==> config.mk <==
export PLATFORM = sky130hd
export DESIGN_NAME = dual_issue_sequencer_flat
export DESIGN_NICKNAME = d
export VERILOG_FILES = /design/src/rtl/dual_issue_sequencer_pkg.sv /design/src/rtl/dual_issue_sequencer_if.sv /design/src/rtl/dual_issue_sequencer_hazard.sv /design/src/rtl/dual_issue_sequencer.sv /design/src/flat_wrapper.sv
export SDC_FILE = /design/constraint.sdc
export NUM_CORES = 1
export LEC_CHECK = 0
export BUFFER_PORTS_ARGS = -buffer_cell sky130_fd_sc_hd__buf_2
export CAP_MARGIN = 25
export CORE_ASPECT_RATIO = 0.7
export CORE_MARGIN = 3
export CORE_UTILIZATION = 30
export CTS_CLUSTER_DIAMETER = 200
export DETAILED_ROUTE_END_ITERATION = 8
export PLACE_DENSITY = 0.64
export SYNTH_ARGS = -nofsm -noshare
export SYNTH_HDL_FRONTEND = slang
export SYNTH_SLANG_ARGS = --single-unit
==> constraint.sdc <==
create_clock -name clk -period 4.2 [get_ports clk]
set_clock_uncertainty 0.1 [all_clocks]
set_input_delay 0.21 -clock clk [delete_from_list [all_inputs] [get_ports clk]]
set_output_delay 0.21 -clock clk [all_outputs]
set_load 0.05 [all_outputs]
==> src/rtl/dual_issue_sequencer_pkg.sv <==
// Shared types and constants for the dual-issue pair sequencer.
package dual_issue_pkg;

  typedef enum logic {
    PAIR  = 1'b0,
    SPLIT = 1'b1
  } seq_state_t;

  localparam logic [4:0] REG_ZERO = 5'd0;
  localparam int         PC_STEP  = 4;

endpackage

==> src/rtl/dual_issue_sequencer_if.sv <==
// Decode-pair fields in, issue/stall controls out, between decode and the sequencer.
interface dual_issue_sequencer_if #(
  parameter int ADDR_WIDTH = 32,
  parameter int CNT_WIDTH  = 16
);
  logic                  ValidD1;
  logic                  ValidD2;
  logic [ADDR_WIDTH-1:0] PCD1;
  logic [ADDR_WIDTH-1:0] PCD2;
  logic [4:0]            RdD1;
  logic                  RegWriteD1;
  logic                  BranchD1;
  logic [4:0]            Rs1D2;
  logic [4:0]            Rs2D2;
  logic [4:0]            RdD2;
  logic                  RegWriteD2;
  logic                  StallE;
  logic                  FlushD;
  logic                  IssueE1;
  logic                  IssueE2;
  logic                  StallF;
  logic                  StallD;
  logic                  SplitActive;
  logic [CNT_WIDTH-1:0]  SplitCount;

  modport master (
    output ValidD1, ValidD2, PCD1, PCD2, RdD1, RegWriteD1, BranchD1,
           Rs1D2, Rs2D2, RdD2, RegWriteD2, StallE, FlushD,
    input  IssueE1, IssueE2, StallF, StallD, SplitActive, SplitCount
  );

  modport slave (
    input  ValidD1, ValidD2, PCD1, PCD2, RdD1, RegWriteD1, BranchD1,
           Rs1D2, Rs2D2, RdD2, RegWriteD2, StallE, FlushD,
    output IssueE1, IssueE2, StallF, StallD, SplitActive, SplitCount
  );
endinterface

==> src/rtl/dual_issue_sequencer_hazard.sv <==
// Combinational intra-pair dependency flags between slot 1 and slot 2.
module pair_hazard_detect
  import dual_issue_pkg::*;
#(
  parameter int ADDR_WIDTH = 32
) (
  input  logic [ADDR_WIDTH-1:0] i_pc1,
  input  logic [ADDR_WIDTH-1:0] i_pc2,
  input  logic [4:0]            i_rd1,
  input  logic                  i_reg_write1,
  input  logic                  i_branch1,
  input  logic [4:0]            i_rs1_2,
  input  logic [4:0]            i_rs2_2,
  input  logic [4:0]            i_rd2,
  input  logic                  i_reg_write2,
  output logic                  o_raw_haz,
  output logic                  o_waw_haz,
  output logic                  o_shadow_haz,
  output logic                  o_misalign_haz
);
  logic                  w_rd1_live;
  logic [ADDR_WIDTH-1:0] w_pc_next;

  // x0 writes are architecturally discarded, so they never create a dependency.
  assign w_rd1_live     = i_reg_write1 && (i_rd1 != REG_ZERO);
  assign w_pc_next      = i_pc1 + ADDR_WIDTH'(PC_STEP);

  assign o_raw_haz      = w_rd1_live && ((i_rd1 == i_rs1_2) || (i_rd1 == i_rs2_2));
  assign o_waw_haz      = w_rd1_live && i_reg_write2 && (i_rd1 == i_rd2);
  assign o_shadow_haz   = i_branch1;
  assign o_misalign_haz = (i_pc2 != w_pc_next);
endmodule

==> src/rtl/dual_issue_sequencer.sv <==
// Splits a dependent decode pair over two cycles; counts split events (saturating).
module dual_issue_sequencer
  import dual_issue_pkg::*;
#(
  parameter int ADDR_WIDTH = 32,
  parameter int CNT_WIDTH  = 16
) (
  input logic                 clk,
  input logic                 rst,
  dual_issue_sequencer_if.slave bus
);
  seq_state_t           r_state;
  logic [CNT_WIDTH-1:0] r_split_count;

  seq_state_t w_next_state;
  logic       w_count_inc;
  logic       w_issue1;
  logic       w_issue2;
  logic       w_stall;
  logic       w_raw_haz;
  logic       w_waw_haz;
  logic       w_shadow_haz;
  logic       w_misalign_haz;
  logic       w_hazard;

  pair_hazard_detect #(.ADDR_WIDTH(ADDR_WIDTH)) u_hazard (
    .i_pc1          (bus.PCD1),
    .i_pc2          (bus.PCD2),
    .i_rd1          (bus.RdD1),
    .i_reg_write1   (bus.RegWriteD1),
    .i_branch1      (bus.BranchD1),
    .i_rs1_2        (bus.Rs1D2),
    .i_rs2_2        (bus.Rs2D2),
    .i_rd2          (bus.RdD2),
    .i_reg_write2   (bus.RegWriteD2),
    .o_raw_haz      (w_raw_haz),
    .o_waw_haz      (w_waw_haz),
    .o_shadow_haz   (w_shadow_haz),
    .o_misalign_haz (w_misalign_haz)
  );

  assign w_hazard = bus.ValidD1 && bus.ValidD2 &&
                    (w_raw_haz || w_waw_haz || w_shadow_haz || w_misalign_haz);

  always_comb begin
    w_next_state = r_state;
    w_count_inc  = 1'b0;
    w_issue1     = 1'b0;
    w_issue2     = 1'b0;
    w_stall      = 1'b0;
    if (rst) begin
      w_next_state = PAIR;
    end else if (bus.FlushD) begin
      // Wrong-path decode contents: drop everything, including a held slot 2.
      w_next_state = PAIR;
    end else if (bus.StallE) begin
      w_stall = 1'b1;
    end else begin
      case (r_state)
        PAIR: begin
          if (w_hazard) begin
            w_issue1     = 1'b1;
            w_stall      = 1'b1;
            w_next_state = SPLIT;
            w_count_inc  = 1'b1;
          end else begin
            w_issue1 = bus.ValidD1;
            w_issue2 = bus.ValidD2;
          end
        end
        SPLIT: begin
          w_issue2     = 1'b1;
          w_next_state = PAIR;
        end
        default: w_next_state = PAIR;
      endcase
    end
  end

  always_ff @(posedge clk) begin
    if (rst) begin
      r_state       <= PAIR;
      r_split_count <= '0;
    end else begin
      r_state <= w_next_state;
      if (w_count_inc && (r_split_count != {CNT_WIDTH{1'b1}})) begin
        r_split_count <= r_split_count + 1'b1;
      end
    end
  end

  assign bus.IssueE1     = w_issue1;
  assign bus.IssueE2     = w_issue2;
  assign bus.StallF      = w_stall;
  assign bus.StallD      = w_stall;
  assign bus.SplitActive = !rst && (r_state == SPLIT);
  assign bus.SplitCount  = rst ? '0 : r_split_count;
endmodule
==> src/flat_wrapper.sv <==
// flat-port wrapper written by rule: the top's interface ports become plain ports
module dual_issue_sequencer_flat import dual_issue_pkg::*;
#(
  parameter int ADDR_WIDTH = 32,
  parameter int CNT_WIDTH  = 16
)
  (clk, rst, bus_ValidD1, bus_ValidD2, bus_PCD1, bus_PCD2, bus_RdD1, bus_RegWriteD1, bus_BranchD1, bus_Rs1D2, bus_Rs2D2, bus_RdD2, bus_RegWriteD2, bus_StallE, bus_FlushD, bus_IssueE1, bus_IssueE2, bus_StallF, bus_StallD, bus_SplitActive, bus_SplitCount);
  dual_issue_sequencer_if #(.ADDR_WIDTH(ADDR_WIDTH), .CNT_WIDTH(CNT_WIDTH)) bus_i ();
  input logic clk;
  input logic rst;
  input wire logic [$bits(bus_i.ValidD1)-1:0] bus_ValidD1;
  input wire logic [$bits(bus_i.ValidD2)-1:0] bus_ValidD2;
  input wire logic [$bits(bus_i.PCD1)-1:0] bus_PCD1;
  input wire logic [$bits(bus_i.PCD2)-1:0] bus_PCD2;
  input wire logic [$bits(bus_i.RdD1)-1:0] bus_RdD1;
  input wire logic [$bits(bus_i.RegWriteD1)-1:0] bus_RegWriteD1;
  input wire logic [$bits(bus_i.BranchD1)-1:0] bus_BranchD1;
  input wire logic [$bits(bus_i.Rs1D2)-1:0] bus_Rs1D2;
  input wire logic [$bits(bus_i.Rs2D2)-1:0] bus_Rs2D2;
  input wire logic [$bits(bus_i.RdD2)-1:0] bus_RdD2;
  input wire logic [$bits(bus_i.RegWriteD2)-1:0] bus_RegWriteD2;
  input wire logic [$bits(bus_i.StallE)-1:0] bus_StallE;
  input wire logic [$bits(bus_i.FlushD)-1:0] bus_FlushD;
  output wire logic [$bits(bus_i.IssueE1)-1:0] bus_IssueE1;
  output wire logic [$bits(bus_i.IssueE2)-1:0] bus_IssueE2;
  output wire logic [$bits(bus_i.StallF)-1:0] bus_StallF;
  output wire logic [$bits(bus_i.StallD)-1:0] bus_StallD;
  output wire logic [$bits(bus_i.SplitActive)-1:0] bus_SplitActive;
  output wire logic [$bits(bus_i.SplitCount)-1:0] bus_SplitCount;
  assign bus_i.ValidD1 = bus_ValidD1;
  assign bus_i.ValidD2 = bus_ValidD2;
  assign bus_i.PCD1 = bus_PCD1;
  assign bus_i.PCD2 = bus_PCD2;
  assign bus_i.RdD1 = bus_RdD1;
  assign bus_i.RegWriteD1 = bus_RegWriteD1;
  assign bus_i.BranchD1 = bus_BranchD1;
  assign bus_i.Rs1D2 = bus_Rs1D2;
  assign bus_i.Rs2D2 = bus_Rs2D2;
  assign bus_i.RdD2 = bus_RdD2;
  assign bus_i.RegWriteD2 = bus_RegWriteD2;
  assign bus_i.StallE = bus_StallE;
  assign bus_i.FlushD = bus_FlushD;
  assign bus_IssueE1 = bus_i.IssueE1;
  assign bus_IssueE2 = bus_i.IssueE2;
  assign bus_StallF = bus_i.StallF;
  assign bus_StallD = bus_i.StallD;
  assign bus_SplitActive = bus_i.SplitActive;
  assign bus_SplitCount = bus_i.SplitCount;
  dual_issue_sequencer #(.ADDR_WIDTH(ADDR_WIDTH), .CNT_WIDTH(CNT_WIDTH)) u_core (.clk(clk), .rst(rst), .bus(bus_i));
endmodule
Yosys cells after proc, flatten, opt, wreduce, memory -nomap -nowiden:

Index checks and enable logic that the tools add are counted.

* flip-flop bits (word level): 17

* add/subtract/negate cells: 2
* equality and inequality tests: 5
* mux-type cells: 20
* bitwise gates (word level): 1
* reduce and logical (&&, ||, !) cells: 15

Operators by type and width (count)
* $add 32x3->32 const B: 1
* $ne 32x32->1: 1
* $mux 1: 17
* $add 16x1->16 const B: 1
* $mux 16: 1
* $ne 16x16->1 const B: 1
* $eq 5x5->1: 3
* $logic_and 1x1->1: 8
* $reduce_bool 5->1: 1
* $logic_or 1x1->1: 4
* $pmux 1 s2: 2
* $reduce_or 2->1: 1
* $logic_not 1->1: 1
* $not 1->1: 1

Depth between registers and ports, before layout:

* depth after elaboration: 14
* gate-level depth with buffers: 12
* mapped depth without buffers: 9

Modules after synthesis:

From an unflattened synthesis, not the netlist that was laid out.

* cells, all modules: 310
* area total of the unflattened synthesis: 2308.5 µm²

Modules (own cells, without submodules)
* pair_hazard_detect: times used 1, cells each 181, area each 1285.0 µm², seq. area each 0.0 µm²
* dual_issue_sequencer: times used 1, cells each 129, area each 1023.5 µm², seq. area each 340.3 µm²

Worst setup path after synthesis:

OpenSTA, ideal clock, no wires.

* path kind: input to output
* from: input bus_PCD1[2]
* to: output bus_StallF
* data arrival time: 3.052 ns
* slack: 0.838 ns
* stages: 11
* path through: ha_1 nand4_1 or4_1 or4_1 a21oi_1 o22ai_2 nor4_4 buf_4 nor2_1 o21a_1 buf_4

* cells in the longest elaborated chain, start to end: 9

Ends and longest elaborated chain
* start: declaration: RTL line flat_wrapper.sv:13 `input wire logic [$bits(bus_i.PCD1)-1:0] bus_PCD1;`
* $add 32x3->32: RTL line dual_issue_sequencer_hazard.sv:26 `assign w_pc_next = i_pc1 + ADDR_WIDTH'(PC_STEP);`
* $ne 32x32->1: RTL line dual_issue_sequencer_hazard.sv:31 `assign o_misalign_haz = (i_pc2 != w_pc_next);`
* $logic_or 1x1->1: RTL line dual_issue_sequencer.sv:43 `(w_raw_haz || w_waw_haz || w_shadow_haz || w_misalign_haz);`
* $logic_and 1x1->1: RTL line dual_issue_sequencer.sv:42 `assign w_hazard = bus.ValidD1 && bus.ValidD2 &&`
* $mux 1: RTL line dual_issue_sequencer.sv:61 `if (w_hazard) begin`
* $mux 1: RTL line dual_issue_sequencer.sv:59 `case (r_state)`
* $mux 1: RTL line dual_issue_sequencer.sv:56 `end else if (bus.StallE) begin`
* $mux 1: RTL line dual_issue_sequencer.sv:53 `end else if (bus.FlushD) begin`
* $mux 1: RTL line dual_issue_sequencer.sv:51 `if (rst) begin`
* end: declaration: RTL line flat_wrapper.sv:26 `output wire logic [$bits(bus_i.StallF)-1:0] bus_StallF;`

No other way between the ends.

Worst setup path after layout:

* from: input bus_PCD1[2]
* to: output bus_IssueE2

* cells in the longest elaborated chain, start to end: 9

Ends and longest elaborated chain
* $add 32x3->32: RTL line dual_issue_sequencer_hazard.sv:26
* $ne 32x32->1: RTL line dual_issue_sequencer_hazard.sv:31
* $logic_or 1x1->1: RTL line dual_issue_sequencer.sv:43
* $logic_and 1x1->1: RTL line dual_issue_sequencer.sv:42
* $mux 1: RTL line dual_issue_sequencer.sv:61
* $pmux 1 s2: RTL line dual_issue_sequencer.sv:59
* $mux 1: RTL line dual_issue_sequencer.sv:56
* $mux 1: RTL line dual_issue_sequencer.sv:53
* $mux 1: RTL line dual_issue_sequencer.sv:51
* end: declaration: RTL line flat_wrapper.sv:25 `output wire logic [$bits(bus_i.IssueE2)-1:0] bus_IssueE2;`

No other way between the ends.

==> flow_summary.ini <==
[power]
p_sw_mw = 0.171
p_leak_nw = 1.28
seq_power_share = 0.300
combinationalPowerShare = 0.341
peakVddDrop_mv = 0.123
swShare = 0.315
p_clk_frac = 0.359
powerDensity_nw_per_um2 = 175
intPower_mw = 0.372

[route]
first_pass_iters = 4
vias = 2778
drtIter0Drc = 212
drt.antenna.violating_nets = 0
wl_per_cell_um = 14.1
routed_wl_mm = 7.46
routed_via_density = 5.24
drc = 0

[worst_setup_path]
r2r_cells = 8
reg2reg_from = u_core.r_split_count[5]
worstPathArrival_ns = 3.24
end_kind = output pin
crit_required_ns = 3.89
worstSetupStartpointType = input port
rrSetupSlack_ns = 1.46
regToRegEndpoint = u_core.r_split_count[13]
crit_type = in -> out
cp_max_fo = 7

[global_route]
gr-usage-met1 = 0.223
use_met3 = 0.0241
grt_max_degree = 33
grt_busiest_layer = met2
grt.overflow.total = 0
grt.total_usage = 0.158
grt_pass1_vias = 2620
met2_usage = 0.260
antenna_found_initial = 0
grt_first_pass_wirelength_mm = 12.1

[finish]
stdcell_area_um2 = 3100
fill_cells = 800
layout-area-overhead-vs-synth_pct = 30.5
drive_gt1_frac = 0.296
fin_nets = 528
antenna_cells = 0

[die]
die_w_um = 112
core_um2 = 7480
rows = 26
die_y_um = 80.4
ioPinCount = 114
start_util = 0.317
dieArea_um2 = 9030

[clock_network]
clockBufferDepth = 2
cts_buffers = 3
cts_tree = yes
cts_root_buffer = clkbuf_16
htree_num_levels = 1
cts_hold_buf = 0
post_cts_buffers = 0
cts.repair.resized = 0
clock_latency_ns = 0.25
cts.sinks = 17
clkSlewWorstSetupHoldPaths_ns = 0.05

[place]
placed_cell_area_um2 = 3020
io_buffers = 113
hpwl_mm = 6.22
gp_congestion = 0.867

[outcome]
status = finished clean

[logic_synthesis]
synth_top_flop_cell = dfxtp_1
yosys.area.top_type = dfxtp_1
synthDistinctLibCells = 50
syn_nets = 420
seq_area_frac_synth = 0.143
synth_edf_count = 0
netlist_top_cells_area = dfxtp_1 (14%), xor2_1 (11%), xnor2_1 (8.1%)
synth_top_area_share = 0.143
synth_area_per_cell_um2 = 7.30
async_flop_share = 0
ys_seq_elements = 17
syn-instance-count = 325
syn_area_um2 = 2370
yosysWarnings = 0

[timing]
tightest_slew_ns = 0.715
slew_headroom = 0.520
fin_tns_setup_ns = 0
setup_viol = 0
finalHoldViolCount = 0
drv_slew = 0
fmax_ghz = 0.282
period_share = 0.844
rsz0062_at_grt = no
finalCriticalPeriod_ns = 3.55

[job]
cap_viol_max_count = 0

[hold_path]
min_from = bus_StallE
hold_class = in -> reg
min_path_cells = 3
min_to = u_core.r_state
[critical path, stage by stage]
cell	delay (ns)
buf_2	0.13
ha_1	0.31
nand4_1	0.29
or4_1	0.61
or4_1	0.41
a21oi_1	0.18
o22ai_2	0.12
nor4_4	0.45
o221a_2	0.26
buf_2	0.25
[routing by layer]
layer,wire length [um],part of all wire,up-vias
met5,0,0,-
met4,39,0.0052,0
met3,397,0.053,4
met2,3380,0.45,83
met1,3640,0.49,1251
li1,-,-,1440
[Yosys cell counts (2+ instances only)]
cell type	instances
o211ai_1	2
xnor2_1	22
nor4_1	11
ha_1	2
nor2b_1	16
o221a_2	2
a211o_1	2
nand4b_1	3
nand2b_1	3
and4_1	6
buf_2	2
xor2_1	30
o21ai_0	11
o31ai_1	6
buf_4	3
or3_1	9
nand3_1	27
nand3b_1	3
or4_1	10
nand4_1	16
mux2_2	2
dfxtp_1	17
inv_1	6
nor3b_1	3
nor2_1	26
or4b_1	2
nor3_1	14
mux2_1	9
and3_1	5
nand2_1	18
a21oi_1	7
a31oi_1	6
clkbuf_1	7
[flip-flops by register name, indices dropped and copies added (netlist names)]
name,cells
u_core.r_state,1
u_core.r_split_count,16
[worst max path at each step]
stage | from | end | cells past startpoint
6_report | bus_PCD1[2] | bus_IssueE2 | 10
5_1_grt | bus_PCD1[2] | bus_IssueE2 | 10
4_1_cts | bus_PCD1[2] | bus_IssueE2 | 10
3_5_place_dp | bus_PCD1[2] | u_core.r_split_count[10] | 11
3_3_place_gp | bus_PCD1[2] | u_core.r_split_count[10] | 11
2_1_floorplan | bus_PCD1[2] | bus_StallF | 11
[power by group through the flow]
stage | combinational (mW) | clock (mW) | sequential (mW)
3_5_place_dp | 0.184 | 0 | 0.166
6_report | 0.185 | 0.195 | 0.163
3_3_place_gp | 0.181 | 0 | 0.166
4_1_cts | 0.185 | 0.199 | 0.163
5_1_grt | 0.206 | 0.207 | 0.163
2_1_floorplan | 0.0997 | 0 | 0.166
[through the flow]
step	cells	total power [mW]	util	worst slack [ns]	hold WS (ns)
floorplan	325	0.266	-	0.838	0.251
global placement	526	0.347	0.403	0.637	0.379
detailed placement	526	0.350	0.403	0.545	0.378
CTS	530	0.546	0.414	0.693	0.156
global route	530	0.575	0.414	0.486	0.185
finish	530	0.542	0.414	0.655	0.151
[cells in the final DEF, fill, tap and decap left out, types with 3 or more instances in the layout]
master     netlist  layout
nor2_1          26      26
a21oi_1          7       7
xor2_1          30      30
nand2_1         18      18
nand3_1         27      27
buf_2            2     113
nor2b_1         16      16
or4_1           10      10
nand4b_1         3       3
nand4_1         16      16
nand2b_1         3       3
nor3_1          14      14
a31oi_1          6       6
dfxtp_1         17      17
nor3b_1          3       3
nand3b_1         3       3
xnor2_1         22      22
nor4_1          11      11
or3_1            9       9
and4_1           6       6
mux2_1           9       9
o31ai_1          6       6
o21ai_0         11      11
and3_1           5       5
clkbuf_16        0       3
inv_1            6       6
[kinds of logic after synthesis]
group / count (synthesis) / share of synthesized area
mux: 11 / 0.0522
flops: 17 / 0.143
buf+inv: 18 / 0.0343
fa+ha+maj: 2 / 0.0105
compound gates: 47 / 0.135
simple gates: 178 / 0.432
xor+xnor: 52 / 0.192
[final cells by class]
type / instances / area [um^2] / share of cell area
multi-input combinational: 290 / 1950 / 0.630
inverter: 6 / 22.5 / 0.00727
sequential: 17 / 340 / 0.110
timing repair buffer: 115 / 581 / 0.187
clock inverter: 1 / 5.00 / 0.00162
clock buffer: 3 / 75.1 / 0.0242
tap: 98 / 123 / 0.0396
(Power assumes the default switching activity.)
